--- config.mk ---
export PLATFORM = sky130hd
export DESIGN_NAME = ring_decoder_8bit
export DESIGN_NICKNAME = d
export VERILOG_FILES = /design/src/rtl/ring_decoder_8bit.sv
export SDC_FILE = /design/constraint.sdc
export NUM_CORES = 1
export LEC_CHECK = 0
export BUFFER_PORTS_ARGS = -buffer_cell sky130_fd_sc_hd__buf_2
export CELL_PAD_IN_SITES_DETAIL_PLACEMENT = 0
export CELL_PAD_IN_SITES_GLOBAL_PLACEMENT = 2
export CORE_UTILIZATION = 37
export CTS_BUF_LIST = sky130_fd_sc_hd__clkbuf_2 sky130_fd_sc_hd__clkbuf_4 sky130_fd_sc_hd__clkbuf_8
export CTS_CLUSTER_DIAMETER = 80
export DETAILED_ROUTE_END_ITERATION = 16
export MAX_ROUTING_LAYER = met4
export PLACE_DENSITY_LB_ADDON = 0.1
export SYNTH_ARGS = -nofsm -noshare
export SYNTH_HDL_FRONTEND = slang
export SYNTH_SLANG_ARGS = --single-unit
export TNS_END_PERCENT = 5
--- constraint.sdc ---
create_clock -name clk -period 3 [get_ports clk]
set_clock_uncertainty 0.15 [all_clocks]
set_input_delay 0.6 -clock clk [delete_from_list [all_inputs] [get_ports clk]]
set_output_delay 0.6 -clock clk [all_outputs]
set_load 0.02 [all_outputs]
--- src/rtl/ring_decoder_8bit.sv ---
// Receive-side checker for a one-hot ring counter: decodes the active position, tracks
// rotation lock and counts sequence errors seen while locked.
module ring_decoder_8bit #(
   parameter int unsigned WIDTH    = 8,
   parameter int unsigned IDX_W    = 3,
   parameter int unsigned LOCK_CNT = 4,
   parameter int unsigned ERR_W    = 8,
   parameter bit          DIR      = 1'b0
) (
   input  logic             clk,
   input  logic             rst,
   input  logic             en,
   input  logic [WIDTH-1:0] ring_in,
   input  logic             clr_err,
   output logic [IDX_W-1:0] idx,
   output logic             onehot_ok,
   output logic             locked,
   output logic             seq_err,
   output logic             wrap,
   output logic [ERR_W-1:0] err_cnt
);

   localparam int unsigned GcW = $clog2(LOCK_CNT + 1);

   typedef enum logic [1:0] {StHunt, StTrack, StLocked} state_e;

   state_e             state_q, state_d;
   logic [WIDTH-1:0]   prev_q, prev_d;
   logic [GcW-1:0]     good_q, good_d, good_inc;
   logic [IDX_W-1:0]   idx_q, idx_d, enc;
   logic               ok_q, ok_d;
   logic               locked_q, locked_d;
   logic               seq_err_q, seq_err_d;
   logic               wrap_q, wrap_d;
   logic [ERR_W-1:0]   err_q, err_d;
   logic               legal, match, at_wrap, err_hit;
   logic [WIDTH-1:0]   expected;

   // Pattern classification against the previous legal sample.
   always_comb begin
      legal    = (ring_in != '0) && ((ring_in & (ring_in - WIDTH'(1))) == '0);
      expected = DIR ? {prev_q[0], prev_q[WIDTH-1:1]} : {prev_q[WIDTH-2:0], prev_q[WIDTH-1]};
      match    = legal && (ring_in == expected);
      at_wrap  = DIR ? prev_q[0] : prev_q[WIDTH-1];
      good_inc = good_q + GcW'(1);
      enc      = '0;
      for (int unsigned i = 0; i < WIDTH; i++) begin
         if (ring_in[i]) enc = IDX_W'(i);
      end
   end

   always_comb begin
      state_d   = state_q;
      prev_d    = prev_q;
      good_d    = good_q;
      idx_d     = idx_q;
      ok_d      = ok_q;
      seq_err_d = 1'b0;
      wrap_d    = 1'b0;
      err_hit   = 1'b0;

      if (en) begin
         ok_d = legal;
         if (legal) begin
            prev_d = ring_in;
            idx_d  = enc;
         end
         unique case (state_q)
            StHunt: begin
               if (legal) begin
                  state_d = StTrack;
                  good_d  = '0;
               end
            end
            StTrack: begin
               if (match) begin
                  wrap_d = at_wrap;
                  if (good_inc == GcW'(LOCK_CNT)) begin
                     state_d = StLocked;
                     good_d  = '0;
                  end else begin
                     good_d = good_inc;
                  end
               end else if (legal) begin
                  good_d = '0;
               end else begin
                  state_d = StHunt;
                  good_d  = '0;
               end
            end
            StLocked: begin
               if (match) begin
                  wrap_d = at_wrap;
               end else begin
                  seq_err_d = 1'b1;
                  err_hit   = 1'b1;
                  good_d    = '0;
                  state_d   = legal ? StTrack : StHunt;
               end
            end
            default: state_d = StHunt;
         endcase
      end

      locked_d = (state_d == StLocked);

      // Clear takes priority over a same-cycle error.
      if (clr_err) begin
         err_d = '0;
      end else if (err_hit && (err_q != '1)) begin
         err_d = err_q + ERR_W'(1);
      end else begin
         err_d = err_q;
      end
   end

   always_ff @(posedge clk or negedge rst) begin
      if (!rst) begin
         state_q   <= StHunt;
         prev_q    <= '0;
         good_q    <= '0;
         idx_q     <= '0;
         ok_q      <= 1'b0;
         locked_q  <= 1'b0;
         seq_err_q <= 1'b0;
         wrap_q    <= 1'b0;
         err_q     <= '0;
      end else begin
         state_q   <= state_d;
         prev_q    <= prev_d;
         good_q    <= good_d;
         idx_q     <= idx_d;
         ok_q      <= ok_d;
         locked_q  <= locked_d;
         seq_err_q <= seq_err_d;
         wrap_q    <= wrap_d;
         err_q     <= err_d;
      end
   end

   assign idx       = idx_q;
   assign onehot_ok = ok_q;
   assign locked    = locked_q;
   assign seq_err   = seq_err_q;
   assign wrap      = wrap_q;
   assign err_cnt   = err_q;

endmodule

# After elaboration in Yosys (flattened, before gate mapping)
# Index checks and enable logic that the tools add are counted.
# word_totals
in_bits,12
word_cells,60
mem_bits_rw,0
memories,0
output_inout_bits,15
ff_bits,28
latchBits,0
mem_bits_ro,0
# op_classes
magnitude_cmp,0
add_sub_neg,3
n_div,0
bitwise,1
n_shift,0
n_mux,28
multipliers,0
n_reduce_logical,11
eq_ne,8
# op_table
op,n
$mux 3,9
$mux 8,2
$mux 2,7
$pmux 3 s3,1
$add 8x1->8 const B,1
$and 8x8->8,1
$eq 8x8->1,1
$logic_not 8->1,1
$mux 1,8
$ne 8x8->1 const B,1
$reduce_bool 8->1,1
$sub 8x1->8 const B,1
$pmux 2 s3,1
$eq 2x2->1 const B,2
$ne 2x2->1 const B,2
$reduce_and 4->1,1
$add 3x1->3 const B,1
$eq 3x3->1 const B,1
$logic_and 1x1->1,3
$reduce_bool 3->1,1
$eq 2x1->1 const B,1
$logic_not 2->1,1
$reduce_and 2->1,1
$reduce_bool 2->1,1
$reduce_or 2->1,1

# Logic depth before layout (Yosys ltp)
# Gate-level depths: netlist of run 1.
# logic_depth
word_depth,11
depth_mapped,9
mapped_depth_nobuf,8

# Least setup slack after synthesis of run 1
# OpenSTA, ideal clock, no wires.
# synth_path
path_type,input-to-reg
from,in ring_in[1]
to,reg good_q[0]
required_time_ns,2.776
path_buffers,1
slack_ns,0.096
t_arrival_ns,2.680
stages,7
setup_ns,0.074
cell_sequence,buf_6 or4_4 nor4b_4 o31ai_4 or4_4 or3_1 o21ai_2
# synth_via
elab_chain_len,7
elab_cells_between_ends,12
classes_between,1 x add/sub; 3 x eq/ne; 2 x mux; 1 x bitwise; 5 x reduce/logical
# synth_rtl
element,line_no,text
"start, declared",13,"input logic [WIDTH-1:0] ring_in,"
$sub 8x1->8,41,legal = (ring_in != '0) && ((ring_in & (ring_in - WIDTH'(1))) == '0);
$and 8x8->8,41,
$logic_not 8->1,41,
$logic_and 1x1->1,41,
$logic_and 1x1->1,43,match = legal && (ring_in == expected);
$mux 3 / $ne 2x2->1 (equally long branches),-,
$pmux 3 s3 / $reduce_and 4->1 (equally long branches),-,
"end signal, assigned",131,good_q <= good_d;
"end, declared",29,"logic [GcW-1:0] good_q, good_d, good_inc;"
# Parallel ways exist; a longest one is shown, timed or not.
# A chain may end at the register's enable or synchronous reset.

# Worst setup path in the final report of run 1
# Same ends and word-level chain as after synthesis.

==> results.md, run 1 <==
- Status: complete, no violations
- Slew headroom: ~56%
- Worst skew pair latency: between 0.2 and 0.3 ns
- Final Hold Fails: 0
- Ys flop type: dfrtp_1
- Yosys top cell area share: 40.55%
- Cts hold-fix bufs: 0
- Initial antenna violation count: 0
- Initial Util: between 30% and 40%
- CP Class: in -> reg
- Crit path cell chain: buf_2 -> or4_4 -> a2111oi_4 -> o31ai_4 -> or4_4 -> or3_1 -> o21ai_2
- Tmin final: 2.687 ns
- First-pass detailed-route iteration total: 4
- Gr usage total: 17.22%
- Post-synth EDFFs: 0
- RSZ-0062 raised after global routing: false
- Post-route insts no fill: 258
- Asr flop ratio synth: 100.0%
- DR iter-0 viols: between 40 and 50
- Worst endpoint required time: just over 3 ns
- Slew Limit Fails: 0
- CP Max Fanout: 8
- # diodes: 0
- Syn Area/Cell: 10.10 um2
- Core area: ~0.0044 mm2
- WP data arrival: 2.76 ns
- PwrDens: roughly 490 mW/mm2
- Max Fclk: approximately 0.37 GHz
- Final ANT Viol Nets: 0
- Count leader, synth: dfrtp_1
- Clk buf depth: 2
- Ports: 27
- Min-Delay Path Class: in -> async
- Total Routed Length: around 3.8 mm
- Leading area contributor after synthesis: dfrtp_1
- Post-CTS setup repair buffer count: 0
- Synth top area cells: dfrtp_1, xor2_1, ha_1, mux2_2, a21oi_1
- Total CTS buffers: 3
- Wl on met1: 1.793 mm
- Layout cell share with drive strength beyond 1: 28.16%
- Port Buffers: 26
- CTS tree: done
- Largest net degree at the start of global routing: 29
- Critical path startpoint category: primary input
- Top Metal Used: met4
- Cells after DPL: 254
- Synth cell types: just under 50
- First-pass GRT wire length: approximately 6.7 mm
- Final total negative setup slack: 0 ns
- Syn nets: 190
- Via count normalized by instance count: about 5.4
- Synthesis-stage register bit count: 28
- # H-tree levels: 1
- Seq/Total Area, Yosys: 40.55%
- Syn Inst Count: about 170
- GR Overflow Total: 0
- Slowest cell on crit path: or4_4
- Worst VDD drop: approximately 0.23 mV
- Metal2 WL: between 1.5 and 2 mm
- Die X: about 70 um
- Max cap viols: 0
- DIE HEIGHT: between 70 and 80 um
- Largest stage delay, worst path: slightly below 0.6 ns
- Setup crit end kind: register
- Total clock sinks: 28
- DPL Wire Length: 2.912 mm
- Area of the mapped netlist: ~0.0017 mm2
- Routed WL per cell: ~15 um
- Vias in the first global route: roughly 1,400
- Post-CTS resize count: 0
- Layout area overhead: 18.03%
- Worst hold slack: approximately 0.19 ns
- Synth warnings: 0
- Worst-margin pin slew: between 0.6 and 0.7 ns
- Met3 WL: ~110 um
- Via Count: 1,400
- Rows: 24
- Crit-path most repeated cell: or4_4
- # DRC: 0
- Die area: about 0.0049 mm2
- # setup viols final: 0
- Clock transition at the registers of the reported paths: 0.10 ns
- Fin nets: roughly 230
- CTS root buffer: clkbuf_8
- Tcrit/Tclk final: roughly nine tenths
- Routability Congestion: roughly 0.86
- Synth cell count leaders: dfrtp_1, a21oi_1, inv_1
- Lkg Pwr: 0.9706 nW
-- cells in the final DEF (no fill, tap or decap), types with 3 or more instances in the layout --
| cell type | netlist | final |
|---|---|---|
| a21oi_1 | 14 | 14 |
| clkbuf_8 | 0 | 3 |
| xor2_1 | 11 | 11 |
| nor4_1 | 3 | 3 |
| nand2_1 | 9 | 9 |
| dfrtp_1 | 28 | 28 |
| nand3_1 | 6 | 6 |
| buf_4 | 0 | 10 |
| inv_1 | 12 | 12 |
| nand2b_1 | 3 | 3 |
| buf_2 | 3 | 26 |
| o31ai_1 | 3 | 3 |
| mux2_2 | 7 | 7 |
| nor2_1 | 7 | 7 |
| nor3_1 | 4 | 4 |
| ha_1 | 7 | 7 |
| o21ai_0 | 8 | 8 |
-- worst max-delay path, delay by kind of cell --
family          cells  cell delay [ns]
buf+inv             1             0.14
simple gates        3             1.49
compound gates      3             0.53
-- area by class of cell --
type	instances	area, um2
Sequential cell	28	700.7
Tap cell	52	65.06
Timing Repair Buffer	36	205.2
Multi-Input combinational cell	126	952.2
Clock buffer	3	41.29
Inverter	12	45.04
Clock inverter	1	30.03
Fill cell	434	2375
-- metal layers --
layer / track usage, % / up-vias
met5: - / -
met4: 4.667 / 0
met3: 2.309 / 2
met2: 28.36 / 25
met1: 22.18 / 674
li1: - / 699
-- flip-flops by register name, summed over array words and instances, names as in the netlist --
register and count:
idx 3, seq_err 1, state_q 2, locked 1, wrap 1, err_cnt 8, prev_q 8, good_q 3
onehot_ok 1
-- path summary, 6_finish.rpt --
kind	startpoint	endpoint	slack (ns)	cells past startpoint
setup / recovery	ring_in[1]	good_q[0]	0.31	7
hold / removal	rst	good_q[1]	0.19	1
setup reg to reg	prev_q[4]	good_q[0]	0.57	6
hold reg to reg	idx[1]	idx[1]	0.33	2
max in group asynchronous	rst	prev_q[5]	2.09	1
min in group clk	idx[1]	idx[1]	0.33	2
-- through the flow --
| stage | area [um2] | setup WS, ns | total power, mW | util, % |
|---|---|---|---|---|
| floorplan | 1728 | 0.09646 | 0.6124 | - |
| global placement | 1968 | 0.03214 | 0.6871 | 44.59 |
| detailed placement | 1968 | 0.01207 | 0.6923 | 44.59 |
| CTS | 2039 | 0.3117 | 1.002 | 46.20 |
| global route | 2039 | 0.2227 | 1.051 | 46.20 |
| finish | 2039 | 0.3129 | 0.9908 | 46.20 |
-- cell families after synthesis --
group                    Yosys count  share of synthesized area [%]
XOR/XNOR                          13                          6.589
multiplexers                       8                          5.141
flip-flops                        28                          40.55
AO/OA/AOI/OAI                     47                          19.77
AND/OR/NAND/NOR                   50                          17.96
adder cells (fa/ha/maj)            8                          5.648
buffers and inverters             17                          4.344
-- where the power goes --
| part | internal [mW] | switching, mW | total [mW] |
|---|---|---|---|
| Combinational | 0.0989 | 0.130 | 0.229 |
| Clock | 0.179 | 0.129 | 0.308 |
| Sequential | 0.421 | 0.0323 | 0.454 |
| Total | 0.699 | 0.292 | 0.991 |
Note: power is estimated with default switching activity, not from simulation.
==> inputs of run 2 (changes only) <==
Settings changed: CTS_BUF_LIST sky130_fd_sc_hd__clkbuf_2 sky130_fd_sc_hd__clkbuf_4 sky130_fd_sc_hd__clkbuf_8 to sky130_fd_sc_hd__clkbuf_4.
==> run 2 against run 1 <==
Effect of this change: non-clock buffer count unchanged; sequential power about the same; highest routed layer unchanged; design area decreased by 0.92%; setup slack improved by 0.058 ns; critical path type unchanged; sequential cell count unchanged; register-to-register slack got worse by 0.02 ns.
==> results.md, run 2 (synthesis gave the netlist of run 1 again) <==
- Status: complete, no violations
- WP data arrival: 2.76 ns (about the same)
- Final instance area: 0.002021 mm2 (-0.92%)
- Worst-margin pin slew: 0.6562 ns (+0.00003564 ns)
- DIE HEIGHT: 70.34 um (unchanged)
- # H-tree levels: 1 (unchanged)
- DR iter-0 viols: 43 (-4.4%)
- Largest stage delay, worst path: 0.58 ns (about the same)
- Cts hold-fix bufs: 0 (unchanged)
- Initial antenna violation count: 0 (unchanged)
- Via count normalized by instance count: 5.419 (-0.14%)
- Worst r2r src: prev_q[4]
- Clock transition at the registers of the reported paths: 0.17 ns (+0.07 ns)
- Largest net degree at the start of global routing: 29 (unchanged)
- Die X: 70.34 um (unchanged)
- Commonest cells after routing, fill and taps aside: dfrtp_1, buf_2, a21oi_1, inv_1, xor2_1
- Layout cell share with drive strength beyond 1: 28.16% (unchanged)
- Fin nets: 226 (unchanged)
- Clk buf depth: 2 (unchanged)
- # setup viols final: 0 (unchanged)
- First-pass detailed-route iteration total: 4 (unchanged)
- Worst r2r dst: good_q[0]
- Initial Util: 39.14% (unchanged)
- Tmin final: 2.629 ns (-0.05793 ns)
- Rows: 24 (unchanged)
- Crit path from: ring_in[1]
- Die area: 0.004947 mm2 (unchanged)
- Post-CTS setup repair buffer count: 0 (unchanged)
- Share of power burned in registers: 48.2% (+2.4 points)
- Gr usage total: 17.16% (-0.063 points)
- Crit path cell chain: buf_2 -> or4_4 -> a2111oi_4 -> o31ai_4 -> or4_4 -> or3_1 -> o21ai_2
- Worst endpoint required time: 3.13 ns (+0.06 ns)
- Sw Share: 30.37% (+0.92 points)
- R2R cell count: 6 (unchanged)
- Crit-path most repeated cell: or4_4
- Routed WL per cell: 14.78 um (-0.44%)
- P_int: 0.6552 mW (-6.3%)
- Worst setup margin: 0.3709 ns (+0.05793 ns)
- PwrDens: 465.6 mW/mm2 (-4.2%)
- Final total negative setup slack: 0 ns (unchanged)
- Core area: 0.004414 mm2 (unchanged)
- Area of placed instances: 0.001968 mm2 (unchanged)
- Clock Power Share: 27.5% (-3.6 points)
- Most common cell after layout, fill and taps aside: dfrtp_1
- Net Switching: 0.2857 mW (-2.1%)
- CP Max Fanout: 8 (unchanged)
- Ports: 27 (unchanged)
- Worst skew pair latency: 0.34 ns (+0.06 ns)
- Comb pwr share: 24.3% (+1.2 points)
- Vias in the first global route: 1,421 (-0.91%)
- Min-Delay Path Class: in -> async
- Tcrit/Tclk final: 87.64% (-1.9 points)
- Slowest cell on crit path: or4_4
- Critical path startpoint category: primary input
- Final ANT Viol Nets: 0 (unchanged)
- Final Hold Fails: 0 (unchanged)
- Max Fclk: 0.3804 GHz (+2.2%)
- Lkg Pwr: 0.9629 nW (-0.80%)
- CTS tree: done
- Setup crit end kind: register
- Via Count: 1,398 (-0.14%)
- RSZ-0062 raised after global routing: false
- # DRC: 0 (unchanged)
- CP Class: in -> reg
- GR Overflow Total: 0 (unchanged)
- Total CTS buffers: 3 (unchanged)
- Post-CTS resize count: 0 (unchanged)
- Port Buffers: 26 (unchanged)
- R2r setup slk: 0.55 ns (-0.02 ns)
- # diodes: 0 (unchanged)
- Worst setup path endpoint: good_q[0]
- CTS root buffer: clkbuf_4
- Layout area overhead: 16.94%
- First-pass GRT wire length: 6.706 mm (unchanged)
- DPL Wire Length: 2.912 mm (unchanged)
- Slew headroom: 56.25% (about the same)
- Max cap viols: 0 (unchanged)
- Routability Congestion: 0.8580 (unchanged)
- Slew Limit Fails: 0 (unchanged)
- Setup slack at placement: 0.01207 ns (unchanged)
- Total Routed Length: 3.814 mm (-0.44%)
- Total clock sinks: 28 (unchanged)
- Worst VDD drop: 0.2197 mV (-2.4%)
## run 2: critical path, delay by kind of cell
kind            cells  cell delay [ns]
simple gates        3             1.49
compound gates      3             0.53
buf+inv             1             0.14
## run 2: worst min-delay path by stage
stage                             to   start  cells after the start
final                     err_cnt[2]     rst                      1
after global routing       prev_q[2]     rst                      1
after CTS                  prev_q[2]     rst                      1
after detailed placement      idx[1]  idx[1]                      2
after global placement        idx[1]  idx[1]                      2
after floorplan           err_cnt[0]     rst                      0
## run 2: power groups by stage
stage / registers [mW] / logic [mW] / clock network (mW)
2_1_floorplan: 0.471 / 0.142 / 0
3_3_place_gp: 0.460 / 0.227 / 0
3_5_place_dp: 0.463 / 0.230 / 0
4_1_cts: 0.455 / 0.230 / 0.267
5_1_grt: 0.460 / 0.258 / 0.285
6_report: 0.454 / 0.228 / 0.259
## run 2: metal layers
layer | track usage (%) | part of all wire, % | up-vias
li1 | - | - | 700
met1 | 22.27 | 47 | 670
met2 | 28.36 | 49 | 26
met3 | 2.309 | 3.0 | 2
met4 | 4.000 | 0.58 | 0
met5 | - | 0 | -
## run 2: metrics by stage
stage          std cells  hold slack (ns)  util [%]  total power [mW]
4_1_cts              258           0.1297     45.78            0.9527
6_report             258           0.1106     45.78            0.9409
3_3_place_gp         254           0.3110     44.59            0.6871
2_1_floorplan        171           0.1544         -            0.6124
5_1_grt              258           0.1379     45.78             1.004
3_5_place_dp         254           0.3172     44.59            0.6923
## run 2: area by class of cell
type / instances / area [um2]
clock buffers: 3 / 22.52
clock inverters: 1 / 30.03
fillers: 438 / 2394
inverters: 12 / 45.04
multi-input cells: 126 / 952.2
flip-flops and latches: 28 / 700.7
well taps: 52 / 65.06
repair buffers: 36 / 205.2
